[config.mk]
export PLATFORM = sky130hd
export DESIGN_NAME = alu_sequencer
export DESIGN_NICKNAME = d
export VERILOG_FILES = /design/src/rtl/cpu_pkg.sv /design/src/rtl/alu_sequencer.sv
export SDC_FILE = /design/constraint.sdc
export NUM_CORES = 1
export LEC_CHECK = 0
export CAP_MARGIN = 20
export CELL_PAD_IN_SITES_DETAIL_PLACEMENT = 0
export CELL_PAD_IN_SITES_GLOBAL_PLACEMENT = 1
export CORE_MARGIN = 8
export CORE_UTILIZATION = 31
export CTS_CLUSTER_SIZE = 24
export DETAILED_ROUTE_END_ITERATION = 8
export GPL_ROUTABILITY_DRIVEN = 0
export PLACE_DENSITY_LB_ADDON = 0.08
export REMOVE_ABC_BUFFERS = 1
export SYNTH_ARGS = -nofsm -noshare
export SYNTH_HDL_FRONTEND = slang
export SYNTH_SLANG_ARGS = --single-unit
export TNS_END_PERCENT = 100
[constraint.sdc]
create_clock -name clk -period 2.6 [get_ports clk]
set_input_delay 0.78 -clock clk [delete_from_list [all_inputs] [get_ports clk]]
set_output_delay 0.78 -clock clk [all_outputs]
set_load 0.005 [all_outputs]
[src/rtl/cpu_pkg.sv]
// Shared definitions for the teaching CPU control path: instruction opcodes,
// ALU operation codes and the sequencer state encoding.
package cpu_pkg;

  // Instruction opcodes, taken from IR[15:12]
  localparam logic [3:0] OP_CLR  = 4'h0;
  localparam logic [3:0] OP_COM  = 4'h1;
  localparam logic [3:0] OP_SHR  = 4'h2;
  localparam logic [3:0] OP_CSL  = 4'h3;
  localparam logic [3:0] OP_ADD  = 4'h4;
  localparam logic [3:0] OP_STO  = 4'h5;
  localparam logic [3:0] OP_LOAD = 4'h6;
  localparam logic [3:0] OP_JMI  = 4'h7;
  localparam logic [3:0] OP_JMP  = 4'h8;
  localparam logic [3:0] OP_HALT = 4'hF;

  // ALU operation codes; chosen so that opcodes 0..7 map onto them directly
  localparam logic [3:0] ALU_ZERO  = 4'h0;
  localparam logic [3:0] ALU_NOT   = 4'h1;
  localparam logic [3:0] ALU_SHR   = 4'h2;
  localparam logic [3:0] ALU_ROL   = 4'h3;
  localparam logic [3:0] ALU_ADD   = 4'h4;
  localparam logic [3:0] ALU_PASSA = 4'h5;
  localparam logic [3:0] ALU_PASSB = 4'h6;
  localparam logic [3:0] ALU_TSTN  = 4'h7;

  // Sequencer states
  typedef enum logic [2:0] {
    FETCH   = 3'd0,
    DECODE  = 3'd1,
    OPERAND = 3'd2,
    EXEC    = 3'd3,
    WRITE   = 3'd4,
    HALT    = 3'd5
  } state_t;

  // Codes 9..E have no instruction assigned to them
  function automatic logic is_illegal(input logic [3:0] op);
    return (op >= 4'h9) && (op <= 4'hE);
  endfunction

endpackage

[src/rtl/alu_sequencer.sv]
// Fetch/decode/execute controller for the 16-bit accumulator CPU.
// Owns PC, IR, ACC and the operand register OPR, talks to memory over a
// req/ack port and drives the external ALU.
// Optional build macro ILLEGAL_TRAP_EN: illegal opcodes set a sticky
// illegalOp flag and halt; without it they execute as a NOP.
module alu_sequencer
  import cpu_pkg::*;
#(
  parameter int                ADDR_W   = 8,
  parameter logic [ADDR_W-1:0] RESET_PC = '0
) (
  input  logic              clk,
  input  logic              rst,
  input  logic              runEn,
  output logic              memReq,
  output logic              memWe,
  output logic [ADDR_W-1:0] memAddr,
  output logic [15:0]       memWData,
  input  logic [15:0]       memRData,
  input  logic              memAck,
  output logic [3:0]        aluCode,
  output logic [15:0]       aluInA,
  output logic [15:0]       aluInB,
  input  logic [15:0]       aluData,
  input  logic              ifBan,
  output logic [ADDR_W-1:0] pcOut,
  output logic [15:0]       accOut,
  output logic              halted,
  output logic              illegalOp
);

  localparam logic [ADDR_W-1:0] PC_ONE = {{(ADDR_W-1){1'b0}}, 1'b1};

  state_t            state_q, state_d;
  logic [ADDR_W-1:0] pc_q, pc_d;
  logic [15:0]       ir_q, ir_d;
  logic [15:0]       acc_q, acc_d;
  logic [15:0]       opr_q, opr_d;
  logic [15:0]       wdata_q, wdata_d;
  logic              fetch_pend_q, fetch_pend_d;
`ifdef ILLEGAL_TRAP_EN
  logic              illegal_q, illegal_d;
`endif

  logic              mem_req_c;
  logic              mem_we_c;
  logic [ADDR_W-1:0] mem_addr_c;
  logic [3:0]        alu_code_c;

  logic [3:0]        opcode;
  logic [ADDR_W-1:0] operand;
  logic              unused_ir;

  assign opcode    = ir_q[15:12];
  assign operand   = ir_q[ADDR_W-1:0];
  assign unused_ir = ^ir_q;

  // State and datapath registers; reset abandons any transfer in flight
  always_ff @(posedge clk or posedge rst) begin
    if (rst) begin
      state_q      <= FETCH;
      pc_q         <= RESET_PC;
      ir_q         <= '0;
      acc_q        <= '0;
      opr_q        <= '0;
      wdata_q      <= '0;
      fetch_pend_q <= 1'b0;
`ifdef ILLEGAL_TRAP_EN
      illegal_q    <= 1'b0;
`endif
    end else begin
      state_q      <= state_d;
      pc_q         <= pc_d;
      ir_q         <= ir_d;
      acc_q        <= acc_d;
      opr_q        <= opr_d;
      wdata_q      <= wdata_d;
      fetch_pend_q <= fetch_pend_d;
`ifdef ILLEGAL_TRAP_EN
      illegal_q    <= illegal_d;
`endif
    end
  end

  // Next-state, register updates and memory/ALU controls per state
  always_comb begin
    state_d      = state_q;
    pc_d         = pc_q;
    ir_d         = ir_q;
    acc_d        = acc_q;
    opr_d        = opr_q;
    wdata_d      = wdata_q;
    fetch_pend_d = fetch_pend_q;
`ifdef ILLEGAL_TRAP_EN
    illegal_d    = illegal_q;
`endif
    mem_req_c    = 1'b0;
    mem_we_c     = 1'b0;
    mem_addr_c   = '0;
    alu_code_c   = ALU_ZERO;

    case (state_q)
      FETCH: begin
        // runEn only gates issuing a fetch; once issued it is held to ack
        if (runEn || fetch_pend_q) begin
          mem_req_c  = 1'b1;
          mem_addr_c = pc_q;
          if (memAck) begin
            ir_d         = memRData;
            pc_d         = pc_q + PC_ONE;
            fetch_pend_d = 1'b0;
            state_d      = DECODE;
          end else begin
            fetch_pend_d = 1'b1;
          end
        end
      end

      DECODE: begin
        if (opcode == OP_ADD || opcode == OP_LOAD) begin
          state_d = OPERAND;
        end else if (opcode == OP_JMP) begin
          pc_d    = operand;
          state_d = FETCH;
        end else if (opcode == OP_HALT) begin
          state_d = HALT;
        end else if (is_illegal(opcode)) begin
`ifdef ILLEGAL_TRAP_EN
          illegal_d = 1'b1;
          state_d   = HALT;
`else
          state_d   = FETCH;
`endif
        end else begin
          state_d = EXEC;
        end
      end

      OPERAND: begin
        mem_req_c  = 1'b1;
        mem_addr_c = operand;
        if (memAck) begin
          opr_d   = memRData;
          state_d = EXEC;
        end
      end

      EXEC: begin
        alu_code_c = opcode;
        state_d    = FETCH;
        if (opcode == OP_STO) begin
          wdata_d = aluData;
          state_d = WRITE;
        end else if (opcode == OP_JMI) begin
          if (ifBan) begin
            pc_d = operand;
          end
        end else begin
          acc_d = aluData;
        end
      end

      WRITE: begin
        mem_req_c  = 1'b1;
        mem_we_c   = 1'b1;
        mem_addr_c = operand;
        if (memAck) begin
          state_d = FETCH;
        end
      end

      HALT: begin
        state_d = HALT;
      end

      default: begin
        state_d = FETCH;
      end
    endcase
  end

  assign memReq   = mem_req_c & ~rst;
  assign memWe    = mem_we_c & ~rst;
  assign memAddr  = mem_addr_c;
  assign memWData = wdata_q;
  assign aluCode  = alu_code_c;
  assign aluInA   = acc_q;
  assign aluInB   = opr_q;
  assign pcOut    = pc_q;
  assign accOut   = acc_q;
  assign halted   = (state_q == HALT);
`ifdef ILLEGAL_TRAP_EN
  assign illegalOp = illegal_q;
`else
  assign illegalOp = 1'b0;
`endif

endmodule

**Word level (Yosys, flattened, before mapping)**

Index checks and enable logic that the tools add are counted.

- Flip-flop bits (word level): 76
- Memories kept: 0
- Memory bits (writable): 0
- Input port bits: 37
- Bits in latches: 0
- Output and inout port bits: 88
- Word-level logic and storage cells: 73
- Bits in read-only memories: 0

- Reductions and logical operators: 13
- Divide/modulo/power cells: 0
- Bitwise operators: 5
- Multipliers: 0
- Mux-type cells: 25
- Add/sub/neg operators: 1
- Shifts and indexed selects: 0
- Equality and inequality tests: 20
- $lt $le $gt $ge: 2

Operators with widths:

| cell | count |
|---|---|
| 8-bit two-way mux | 8 |
| 3-bit two-way mux | 8 |
| 8-bit one-hot mux with 3 select lines | 1 |
| 2-bit != test (second input constant) | 9 |
| 3-bit one-hot mux with 6 select lines | 1 |
| 4-bit by 3-bit equality test with 1-bit output (second input constant) | 4 |
| 8-bit one-hot mux with 2 select lines | 1 |
| 8-bit by 1-bit adder with 8-bit output (second input constant) | 1 |
| 4-bit equality test (second input constant) | 2 |
| 8-bit AND reduction | 1 |
| 3-bit by 2-bit equality test with 1-bit output (second input constant) | 2 |
| 3-bit equality test (second input constant) | 2 |
| 2-bit AND reduction | 3 |
| 3-bit AND reduction | 2 |
| 4-bit greater-or-equal comparator (second input constant) | 1 |
| 4-bit less-or-equal comparator (second input constant) | 1 |
| 4-bit two-way mux | 1 |
| 4-bit AND reduction | 1 |
| 3-bit by 1-bit equality test with 1-bit output (second input constant) | 1 |
| 3-bit zero test | 1 |
| 1-bit two-way mux | 3 |
| 1-bit inverter | 3 |
| 3-bit nonzero test | 1 |
| 1-bit AND | 2 |
| 5 further kinds | 6 |

**Depth between registers and ports, before layout**

- Depth in word-level cells: 7
- Mapped depth: 7
- Mapped depth without buffers: 5

**Worst setup path before layout**

No wires, ideal clock.

- Path kind: input-to-output
- Start point: input port runEn
- End point: output port memAddr[0]
- Arrival time: 1.505 ns
- Path buffers: 1
- Required time: 1.820 ns
- Stages: 4
- Path slack: 0.315 ns
- Cells stage by stage: o21ba_2 and2_1 buf_2 a22o_1

- Longest elaborated chain between the ends: 3

RTL lines:

| what | RTL line | source |
|---|---|---|
| from (decl) | alu_sequencer.sv:14 | `input logic runEn,` |
| 1-bit logical OR | alu_sequencer.sv:105 | `if (runEn \|\| fetch_pend_q) begin` |
| 8-bit two-way mux | alu_sequencer.sv:105 |  |
| 8-bit one-hot mux with 2 select lines | alu_sequencer.sv:102 | `case (state_q)` |
| to (decl) | alu_sequencer.sv:17 | `output logic [ADDR_W-1:0] memAddr,` |

No other way between the ends.

**Worst setup path after layout**

Ends and elaborated chain as after synthesis.

==> results.cfg <==
[cts]
cts_root_buffer = clkbuf_8
htree_levels = 3
cts_tree = built
cts_inserted_buffers = 9
clk_latency_ns = 0.34
clk_pin_slew_ns = 0.08
cts.sinks = 72
clock_path_buffers = 2

[synthesis]
ys_top_cells_by_count = 72 x dfrtp_1, 59 x mux2_2, 17 x buf_4
synth_top_family_by_area = multiplexers
synthMuxAreaShare = 0.211
yosys.area_share.adder = 0.00376
synth_edf_count = 0
yosysSeqAreaShare = 0.541
synth_flop_cell = dfrtp_1
synthTopCellsByArea = dfrtp_1 54%, mux2_2 20%, buf_4 3.8%, a22o_1 2.1%, and3_1 1.5%
yosys.area_share.simple = 0.0835
synth.top_cell.area_share = 0.541
synth_area_leader_cell = dfrtp_1
ys_warn_count = 0
async_flop_share = 1.00
synth_xor_xnor_area_share = 0.00263
avgSynthCellArea_um2 = 12.7
yosysUniqueCellTypes = 44
synthCells = 263
synth_compound_area_frac = 0.0962
ys_seq_elements = 72
syn_area_um2 = 3330
synth_most_common_cell = dfrtp_1

[route]
drtIter0Drc = 60
drt_first_pass_iters = 4
ant_nets = 0
viasPerCell = 4.79
route.vias.total = 2620
drc = 0
wl_per_cell_um = 17.7
drt_wl_total_mm = 9.70

[power]
p_leak_uw = 0.00230
power_uw = 2400
ir_drop_mv = 0.253
power_density_nw_per_um2 = 474

[global_route]
grt_pass1_wl_mm = 15.7
antenna_found_initial = 0
grt_pass1_vias = 2947
grt_overflow = 0
grt_usage = 0.137
grt_max_degree = 27

[floorplanning]
ios = 125
rows = 38
start_util = 0.313
core_area_um2 = 10700
die_height_um = 120
die_w_um = 120
die_area_um2 = 14300

[sta]
period_needed_ns = 2.56
finalCritPeriodShare = 0.986
finalMaxSlewViolations = 0
timing.fmax_mhz = 390
whs_ns = 0.509
skew_ns = 0.00924
worst_pin_slew_ns = 0.511
finalSetupViolations = 0
slew_headroom = 0.659
hold_violations = 0
setup_tns_ns = 0

[critical_path]
cp-endpoint = memAddr[0]
worst-path-max-fanout = 7
crit_type = in -> out
reg2reg_slack_ns = 0.54
rr_endpoint = pcOut[1]$_DFFE_PP0P_
arrival_ns = 1.78
crit_path_end_kind = output port
timing.rr.start = state_q[1]$_DFFE_PP0P_
worst_setup_path_start_kind = input pin
startpoint = runEn
cp_data_required_time_ns = 1.82
reg2reg_depth = 6

[place]
dp.cells = 521
portBuffers = 123
dpl.hpwl_mm = 6.99

[finish]
final_util = 0.476
drive_gt1_frac = 0.322
syn_to_final_growth_pct = 52.3
instances_no_fill = 547
n_antenna_cell = 0
fin_nets = 440

[outcome]
status = complete, no violations

[worst_hold_path]
min_path_type = reg -> reg

[run]
max-cap-violations = 0
==> per-layer routing <==
metal  up-vias  global-route usage  part of all wire
li1       1221                   -                 -
met1      1308               0.163              0.43
met2        80               0.212              0.46
met3        11              0.0690             0.099
met4         0              0.0406             0.012
met5         -                   0                 0
==> registers in the layout, indices dropped and copies added, names as in the netlist <==
name          flops
accOut           16
aluInB           16
memWData         16
ir_q             12
pcOut             8
state_q           3
fetch_pend_q      1
==> final cells by class <==
class / instances / area, µm²
clock buffer: 10 / 138
clock inverter: 6 / 92.6
fill: 1006 / 5580
inverter: 5 / 20.0
multi-input combinational: 156 / 1360
sequential: 72 / 1800
tap: 140 / 175
timing repair buffer: 158 / 1490
==> critical path, cell delays in order <==
cell and delay, ns:
buf_2 0.12, o21ba_4 0.20, and2_4 0.19, buf_4 0.15, a22o_1 0.21, buf_2 0.13
==> per-stage QoR <==
step	instance area [µm²]	setup WS [ns]
after floorplan	3140	-0.00492
after global placement	4760	-0.722
after detailed placement	4760	-0.744
after CTS	5010	0.00675
after global routing	5070	-0.00534
final	5070	0.0364
==> logic make-up after synthesis <==
family          after synthesis
flops                        72
mux                          62
simple gates                 50
compound gates               41
buf+inv                      35
fa+ha+maj                     1
other cells                   1
xor+xnor                      1
==> worst min-delay path by stage <==
stage                             startpoint  cells past startpoint  slack [ns]                        to
floorplan                ir_q[2]$_DFFE_PP0P_                      1        0.50       ir_q[2]$_DFFE_PP0P_
global placement    memWData[10]$_DFFE_PP0P_                      1        0.49  memWData[10]$_DFFE_PP0P_
detailed placement   memWData[1]$_DFFE_PP0P_                      1        0.49   memWData[1]$_DFFE_PP0P_
CTS                  memWData[1]$_DFFE_PP0P_                      1        0.51   memWData[1]$_DFFE_PP0P_
global route          aluInB[13]$_DFFE_PP0P_                      1        0.53    aluInB[13]$_DFFE_PP0P_
finish               memWData[1]$_DFFE_PP0P_                      1        0.51   memWData[1]$_DFFE_PP0P_
==> repair_timing <==
| action | 4_1_cts | 5_1_grt |
|---|---|---|
| setup endpoints to repair | 14 | 9 |
| buffers inserted | 3 | 7 |
| pin swaps | 0 | 2 |
| hold buffers | 0 | 0 |
| cloned | 0 | 0 |
| gates resized for setup | 33 | 14 |
==> where the power goes <==
group / internal, µW / switching, µW
registers: 1150 / 21.7
logic: 144 / 68.8
clock network: 570 / 450
total: 1860 / 541
==> cell usage in the layout, fill, tap and decap left out, types with 4 or more instances in the layout <==
cell type        Yosys  routed
nor4_1               6       6
a21oi_1              5       5
o21ai_0              5       5
buf_2                6       5
dfrtp_1             72      72
clkbuf_2             0       4
nand3_1              9       9
mux2_2              59      59
a22o_1               8       8
and3_1               8       8
buf_4               17      31
clkbuf_8             0      10
inv_1                5       4
clkdlybuf4s50_1      0     111
nor2_1               7       6
a2bb2oi_1            4       4
nand2_1              9       9
a31oi_1              4       4
Note: power is estimated with default switching activity, not from simulation.
